--- src/rtl/times_table_pkg.sv ---
// Shared types and constants for the times-table engine: FSM state encoding,
// default operand widths and the table depth helper.
package times_table_pkg;

    typedef enum logic {
        INIT = 1'b0,
        RUN  = 1'b1
    } state_t;

    localparam int DEF_A_W   = 3;
    localparam int DEF_B_W   = 3;
    localparam int DEF_CNT_W = 16;

    function automatic int depth(input int aw, input int bw);
        return 1 << (aw + bw);
    endfunction

endpackage

--- src/rtl/tt_ram.sv ---
// Simple dual-port RAM: one write port, one registered read port with enable.
// No reset on storage or read register so it maps onto block RAM.
module tt_ram #(
    parameter int WIDTH  = 6,
    parameter int ADDR_W = 6,
    parameter int DEPTH  = 1 << ADDR_W
) (
    input  logic              clk,
    input  logic              i_we,
    input  logic [ADDR_W-1:0] i_waddr,
    input  logic [WIDTH-1:0]  i_wdata,
    input  logic              i_re,
    input  logic [ADDR_W-1:0] i_raddr,
    output logic [WIDTH-1:0]  o_rdata
);

    logic [WIDTH-1:0] r_mem [DEPTH];
    logic [WIDTH-1:0] r_rdata;

    always_ff @(posedge clk) begin
        if (i_we) begin
            r_mem[i_waddr] <= i_wdata;
        end
        if (i_re) begin
            r_rdata <= r_mem[i_raddr];
        end
    end

    assign o_rdata = r_rdata;

endmodule

--- src/rtl/times_table_engine.sv ---
// Times-table lookup engine: fills its own product table with an adder-only
// sweep after reset/rebuild, then serves {a,b} lookups with one-cycle latency.
module times_table_engine
    import times_table_pkg::*;
#(
    parameter int A_W   = DEF_A_W,
    parameter int B_W   = DEF_B_W,
    parameter int RES_W = A_W + B_W,
    parameter int CNT_W = DEF_CNT_W
) (
    input  logic             clk,
    input  logic             rst_n,
    input  logic             in_valid,
    output logic             in_ready,
    input  logic [A_W-1:0]   a,
    input  logic [B_W-1:0]   b,
    output logic             out_valid,
    input  logic             out_ready,
    output logic [RES_W-1:0] result,
    input  logic             rebuild,
    output logic             busy,
    output logic [CNT_W-1:0] lookup_cnt
);

    localparam int ADDR_W = A_W + B_W;
    localparam int DEPTH  = depth(A_W, B_W);

    state_t            r_state;
    state_t            w_state_next;
    logic [ADDR_W-1:0] r_addr;
    logic [RES_W-1:0]  r_acc;
    logic [RES_W-1:0]  w_acc_next;
    logic              r_out_valid;
    logic              r_have_data;
    logic [CNT_W-1:0]  r_lookup_cnt;
    logic [A_W-1:0]    w_init_a;
    logic [B_W-1:0]    w_init_b;
    logic              w_init_we;
    logic              w_init_done;
    logic              w_slot_free;
    logic              w_fire;
    logic              w_consume;
    logic              w_rebuild_go;
    logic [RES_W-1:0]  w_ram_rdata;

    assign w_init_a     = r_addr[ADDR_W-1:B_W];
    assign w_init_b     = r_addr[B_W-1:0];
    assign w_init_we    = (r_state == INIT);
    assign w_init_done  = w_init_we && (&r_addr);
    // Each row restarts at zero and adds a once per step of b.
    assign w_acc_next   = (w_init_b == '0) ? '0 : r_acc + RES_W'(w_init_a);

    assign w_slot_free  = !r_out_valid || out_ready;
    assign in_ready     = (r_state == RUN) && !rebuild && w_slot_free;
    assign w_fire       = in_valid && in_ready;
    assign w_consume    = r_out_valid && out_ready;
    assign w_rebuild_go = (r_state == RUN) && rebuild && w_slot_free;

    always_comb begin
        w_state_next = r_state;
        case (r_state)
            INIT:    if (w_init_done)  w_state_next = RUN;
            RUN:     if (w_rebuild_go) w_state_next = INIT;
            default: w_state_next = INIT;
        endcase
    end

    always_ff @(posedge clk or negedge rst_n) begin
        if (!rst_n) begin
            r_state <= INIT;
        end else begin
            r_state <= w_state_next;
        end
    end

    always_ff @(posedge clk or negedge rst_n) begin
        if (!rst_n) begin
            r_addr <= '0;
            r_acc  <= '0;
        end else if (r_state == INIT) begin
            r_addr <= r_addr + ADDR_W'(1);
            r_acc  <= w_acc_next;
        end else if (w_rebuild_go) begin
            r_addr <= '0;
            r_acc  <= '0;
        end
    end

    always_ff @(posedge clk or negedge rst_n) begin
        if (!rst_n) begin
            r_out_valid  <= 1'b0;
            r_have_data  <= 1'b0;
            r_lookup_cnt <= '0;
        end else begin
            if (w_fire) begin
                r_out_valid <= 1'b1;
                r_have_data <= 1'b1;
            end else if (w_consume) begin
                r_out_valid <= 1'b0;
            end
            if (w_consume) begin
                r_lookup_cnt <= r_lookup_cnt + CNT_W'(1);
            end
        end
    end

    tt_ram #(
        .WIDTH  (RES_W),
        .ADDR_W (ADDR_W),
        .DEPTH  (DEPTH)
    ) u_ram (
        .clk     (clk),
        .i_we    (w_init_we),
        .i_waddr (r_addr),
        .i_wdata (w_acc_next),
        .i_re    (w_fire),
        .i_raddr ({a, b}),
        .o_rdata (w_ram_rdata)
    );

    // The RAM read register has no reset; show zero until the first lookup lands.
    assign result     = r_have_data ? w_ram_rdata : '0;
    assign out_valid  = r_out_valid;
    assign busy       = (r_state == INIT);
    assign lookup_cnt = r_lookup_cnt;

endmodule

--- config.mk ---
export PLATFORM = sky130hd
export DESIGN_NAME = times_table_engine
export DESIGN_NICKNAME = d
export VERILOG_FILES = /design/src/rtl/times_table_pkg.sv /design/src/rtl/tt_ram.sv /design/src/rtl/times_table_engine.sv
export SDC_FILE = /design/constraint.sdc
export NUM_CORES = 1
export LEC_CHECK = 0
export CAP_MARGIN = 15
export CORE_ASPECT_RATIO = 1.1
export CORE_UTILIZATION = 62
export CTS_CLUSTER_SIZE = 16
export DETAILED_ROUTE_END_ITERATION = 8
export PLACE_DENSITY = 0.89
export SLEW_MARGIN = 20
export SYNTH_ARGS = -nofsm -noshare
export SYNTH_HDL_FRONTEND = slang
export SYNTH_HIERARCHICAL = 1
export SYNTH_SLANG_ARGS = --single-unit
export TNS_END_PERCENT = 50
--- constraint.sdc ---
create_clock -name clk -period 4.2 [get_ports clk]
set_clock_uncertainty 0.05 [all_clocks]
set_input_delay 1.26 -clock clk [delete_from_list [all_inputs] [get_ports clk]]
set_output_delay 1.26 -clock clk [all_outputs]
set_load 0.02 [all_outputs]
==> results of run 1 <==
==> power groups by stage <==
stage | Sequential, mW | Combinational [mW] | Clock, mW
6_report | 6.45 | 2.74 | 3.39
5_1_grt | 6.48 | 2.88 | 3.57
4_1_cts | 6.44 | 2.70 | 3.41
3_5_place_dp | 6.51 | 2.67 | 0
3_3_place_gp | 6.47 | 2.49 | 0
2_1_floorplan | 6.47 | 1.46 | 0
==> registers in the layout (all words and copies together), names as in the netlist <==
register / count
u_ram/o_rdata: 6
u_ram/r_mem: 384
r_acc: 6
lookup_cnt: 16
r_state: 1
out_valid: 1
r_have_data: 1
r_addr: 6
==> worst max path at each step <==
stage | from | endpoint
CTS | out_ready | in_ready
global placement | out_ready | in_ready
floorplan | r_addr[3] | u_ram/r_mem[0][4]
finish | out_ready | in_ready
detailed placement | out_ready | in_ready
global route | out_ready | in_ready
==> metal layers <==
metal | global-route usage, % | up-vias | part of all wire (%)
met4 | 11.5 | 0 | 4.0
met3 | 4.87 | 122 | 9.9
li1 | - | 3662 | -
met5 | 0 | - | 0
met2 | 47.0 | 682 | 51
met1 | 36.6 | 4542 | 36
==> stage by stage <==
stage | cell area, um2 | cells | total power, mW | worst slack [ns]
floorplan | 16900 | 873 | 7.93 | 0.794
global placement | 17700 | 1243 | 8.96 | 0.106
detailed placement | 17700 | 1243 | 9.18 | 0.0992
CTS | 18900 | 1313 | 12.6 | 0.0908
global route | 18900 | 1313 | 12.9 | 0.0175
finish | 18900 | 1313 | 12.6 | 0.0932
==> cells in the mapped netlist (all sizes together), types with 6 or more instances <==
master and n:
buf 23, nor2b 12, nand2 24, mux2 10, mux4 93, nand2b 7
nand3 19, and2 9, a211oi 6, ha 6, edfxtp 390, mux2i 16
o22a 6, inv 9, clkbuf 17, xnor2 13, o22ai 12, nor2 76
o221ai 9, dfrtp 31, a21oi 11, xor2 7, o21ai 10, nor3 9
==> cell type report <==
class                   instances  area, um2  area share (%)
well taps                     352        440            2.33
clock inverters                21        163           0.861
repair buffers                 58        579            3.07
multi-input cells             403       4130            21.9
flip-flops and latches        421      12500            66.1
clock buffers                  49       1060            5.59
inverters                       9       33.8           0.179
==> logic make-up (layout without fill, tap and decap cells) <==
kind of cell,after synthesis,count (layout),share of synthesized area [%]
buf+inv,49,137,1.71
simple gates,183,183,5.33
mux,119,119,14.2
xor+xnor,20,20,1.04
compound gates,74,74,3.14
flops,421,421,74.0
fa+ha+maj,7,7,0.564
==> worst reg2reg max path, cell delays in order, from the launching register on <==
cell and delay, ns:
dfrtp_1 0.76, ha_1 0.39, and3_1 0.19, a32o_1 0.26
xnor2_1 0.17, nor2_4 0.60, buf_12 0.29
==> results.md, run 1 <==
* FF-to-FF setup slack at 1.32 ns
* Register share of total power at 51.3%
* Synth warn at 6
* Leakage power at 6.16 nW
* First-pass GRT wire length at 56800 um
* Residual DRC at 0
* Comb pwr share at 21.8%
* CTS root buffer: clkbuf_16
* Hold-critical path depth at 1
* Int Power at 8.78 mW
* Worst-Skew Late Latency at 0.52 ns
* Resized cells post-CTS at 0
* Outcome: complete, no violations
* Most common cell after layout, fill and taps aside: edfxtp_1
* Nets@finish at 950
* Crit path max-delay cell type: clkdlybuf4s50_1
* 1st-iter DRT viols at 1237
* Router iterations before antenna repair at 6
* RSZ-0062 raised after global routing: no
* Final Hold Vio Count at 0
* Ant diodes at 0
* Slew headroom at 31.6%
* IO Pins at 36
* Ys flop type: edfxtp_1
* Min-Delay Path Class: reg -> reg
* Max-cap violations at 0
* Largest cells by area after synthesis: edfxtp_1, mux4_2, dfrtp_1
* EDFF count, synth at 390
* Num CTS Buffers at 39
* Worst path required time at 2.89 ns
* Chip Height at 175 um
* Switching share of power at 30.2%
* IO buf count at 35
* Critical Path Sink Type: primary output
* Layout fillers at 1377
* CTS tree: done
* Power Dens Cells at 666 nW/um2
* HPWL after DPL at 21800 um
* Synthesized area at 16900 um2
* Synth Register Bits at 421
* Chip width at 159 um
* Via density at 6.86
* DIE AREA at 27900 um2
* CP Class: in -> out
* Fraction of layout cells with a size suffix above 1 at 20.1%
* Sink Count at 421
* Worst path most repeated cell: clkdlybuf4s50_1
* Crit path time final at 4.11 ns
* Setup bufs post-CTS at 0
* FMAX at 244 MHz
* Hold Path End: lookup_cnt[15]
* Routed WL at 37400 um
* Worst VDD drop at 0.505 mV
* Remaining antenna violation count at 0
* Crit path max fanout at 4
* Initial Util at 63.8%
* Number of global-route vias before repair at 9225
* Reg clk slew, reported paths at 0.06 ns
* RR Endpoint: u_ram/r_mem[34][5]
* Hold-fix buffers at CTS at 0
* Crit path depth at 4
* Max Root-Sink Buffers at 3
* Buf/Inv on CP at 2
* Syn Area/Cell at 19.3 um2
* Gpl congestion at 0.869
* GRT Util Overall at 27.9%
* Sequential share of the synthesized area at 74.0%
* Core area at 26500 um2
* Synth area leader: edfxtp_1
* GRT overflow at 0
* Most frequent cells in the layout: edfxtp_1, mux4_2, nor2_1
* Slowest Stage Delay on Critical Path at 0.66 ns
* Clock Power Share at 26.9%
* Post-synth top area share at 69.4%
* Critical-path cell list: clkdlybuf4s50_1 > nand2b_1 > nor3b_1 > clkdlybuf4s50_1
* Cell Rows at 62
* Arr. time, crit path at 2.80 ns
* Area Growth Syn to Fin at 12.0%
* Largest net degree at the start of global routing at 58
* Post-synth net total at 891
* Period utilization at 97.8%
* Cells after Synth at 873
* Switching pwr at 3.80 mW
* Antenna violations before repair at 0
* Ys async rst share at 7.36%
* Wire per inst at 28.5 um
* Critical path startpoint category: input port
* Worst slew pin tran at 1.02 ns
* Synth cell types at 54
* Path depth of the worst reg2reg path at 6
* Delay-heaviest family, CP: buffers and inverters
* DR vias at 9008
* Worst hold slack at 0.421 ns
* TNS Setup at 0 ns
* Fin. max-slew vios at 0
* # H-tree levels at 2
* Worst R2R Start: r_addr[5]
* # setup viols final at 0
* Core Util, Final at 71.4%
* HP Start: lookup_cnt[15]
No activity file was read; power rests on OpenSTA's default activity.
==> run 2: changes to the inputs <==
CORE_MARGIN = 2   (was default)
==> run 2 against run 1 <==
Compared with the run above: fmax rose by 8.1%; critical path depth unchanged; critical endpoint unchanged; hold slack improved by 0.025 ns; die area increased by 2.4%; combinational power shrank 3%; power grew 0.69%; worst setup slack improved by 0.31 ns.
==> results.md, run 2 (synthesized netlist as in run 1, its figures left out) <==
* HPWL after DPL at 21300 um
* Largest net degree at the start of global routing at 65
* CP Class: in -> out
* First-pass GRT wire length at 55900 um
* Outcome: complete, no violations
* RSZ-0062 raised after global routing: no
* Worst slew pin tran at 1.06 ns
* Initial Util at 62.7%
* Final Hold Vio Count at 0
* Worst path required time at 2.89 ns
* # H-tree levels at 2
* 1st-iter DRT viols at 1293
* Slew headroom at 28.5%
* Resized cells post-CTS at 0
* Num CTS Buffers at 38
* Nets@finish at 953
* Largest Register: u_ram/r_mem
* Fin. max-slew vios at 0
* Core Util, Final at 70.7%
* Router iterations before antenna repair at 5
* Chip Height at 177 um
* Max Root-Sink Buffers at 3
* Hold-critical path depth at 1
* Residual DRC at 0
* DIE AREA at 28500 um2
* Cell Rows at 63
* GRT Util Overall at 26.6%
* Ant diodes at 0
* Arr. time, crit path at 2.49 ns
* Most common cell after layout, fill and taps aside: edfxtp_1
* Wire per inst at 28.1 um
* CTS root buffer: clkbuf_16
* Fraction of layout cells with a size suffix above 1 at 20.1%
* Setup bufs post-CTS at 0
* DR vias at 9023
* GRT overflow at 0
* Most frequent cells in the layout: edfxtp_1, mux4_2, nor2_1
* Routed WL at 37200 um
* Gpl congestion at 0.920
* TNS Setup at 0 ns
* Leakage power at 6.23 nW
* Crit path time final at 3.80 ns
* Via density at 6.83
* # setup viols final at 0
* IO Pins at 36
* Area Growth Syn to Fin at 12.6%
* Flip-flop count of the largest register after layout at 384
* Antenna violations before repair at 0
* Critical Path Sink Type: primary output
* Worst VDD drop at 0.798 mV
* Remaining antenna violation count at 0
* Path depth of the worst reg2reg path at 7
* Critical path startpoint category: input port
* Power Dens Cells at 667 nW/um2
* Reg clk slew, reported paths at 0.07 ns
* Hold-fix buffers at CTS at 0
* Core area at 26900 um2
* IO buf count at 35
* Layout fillers at 1436
* Number of global-route vias before repair at 9031
* CTS tree: done
* Crit path max fanout at 4
* Worst-Skew Late Latency at 0.53 ns
* FMAX at 263 MHz
* Chip width at 161 um
* Period utilization at 90.5%
* Sink Count at 421
* Min-Delay Path Class: reg -> reg
* Max-cap violations at 0
-- run 2: cell count changes in the layout (fill, tap and decap cells not counted), sizes merged --
cell and delta:
clkbuf -3, buf +4, dlymetal6s2s +1, bufinv +3, clkinv +2, clkinvlp -2, clkdlybuf4s50 -1
-- run 2: report_power, final --
group / switching (mW) / internal, mW / total (mW)
registers: 0.263 / 6.20 / 6.46
logic: 2.04 / 0.631 / 2.67
clock network: 1.44 / 2.09 / 3.54
-- run 2: worst paths after layout --
kind	start	endpoint	slack [ns]
setup / recovery	out_ready	in_ready	0.40
hold / removal	lookup_cnt[15]	lookup_cnt[15]	0.45
setup reg to reg	r_addr[3]	u_ram/r_mem[4][4]	1.16
min in group asynchronous	rst_n	lookup_cnt[15]	1.07
max in group asynchronous	rst_n	r_addr[1]	2.74
hold reg to reg	lookup_cnt[15]	lookup_cnt[15]	0.45
-- run 2: stage by stage --
step                setup WS, ns  instance area (um2)  hold slack, ns  std cells  power, mW
detailed placement        0.0865                17700           0.429       1252       9.09
global route               0.324                19000           0.444       1322       13.0
CTS                     0.000166                19000           0.440       1322       12.7
finish                     0.400                19000           0.446       1322       12.7
global placement           0.108                17700           0.410       1252       8.88
floorplan                  0.794                16900           0.403        873       7.93
-- run 2: per-layer routing --
metal	track usage [%]	vias to the layer above	routed length (um)
met2	43.9	662	18700
met3	4.33	112	3720
li1	-	3661	-
met4	11.6	0	1650
met5	0	-	0
met1	35.7	4588	13100
-- run 2: final cells by class --
| cell class | count | area, um2 | share of cell area, % |
|---|---|---|---|
| repair buffers | 62 | 599 | 3.16 |
| inverters | 9 | 33.8 | 0.178 |
| multi-input cells | 403 | 4140 | 21.8 |
| well taps | 357 | 447 | 2.35 |
| clock buffers | 46 | 1050 | 5.55 |
| clock inverters | 24 | 234 | 1.23 |
| flip-flops and latches | 421 | 12500 | 65.7 |
-- run 2: critical path, cell delays in order --
cell,delay (ns)
clkdlybuf4s50_1,0.52
nand2b_1,0.15
nor3b_1,0.28
dlymetal6s2s_1,0.28
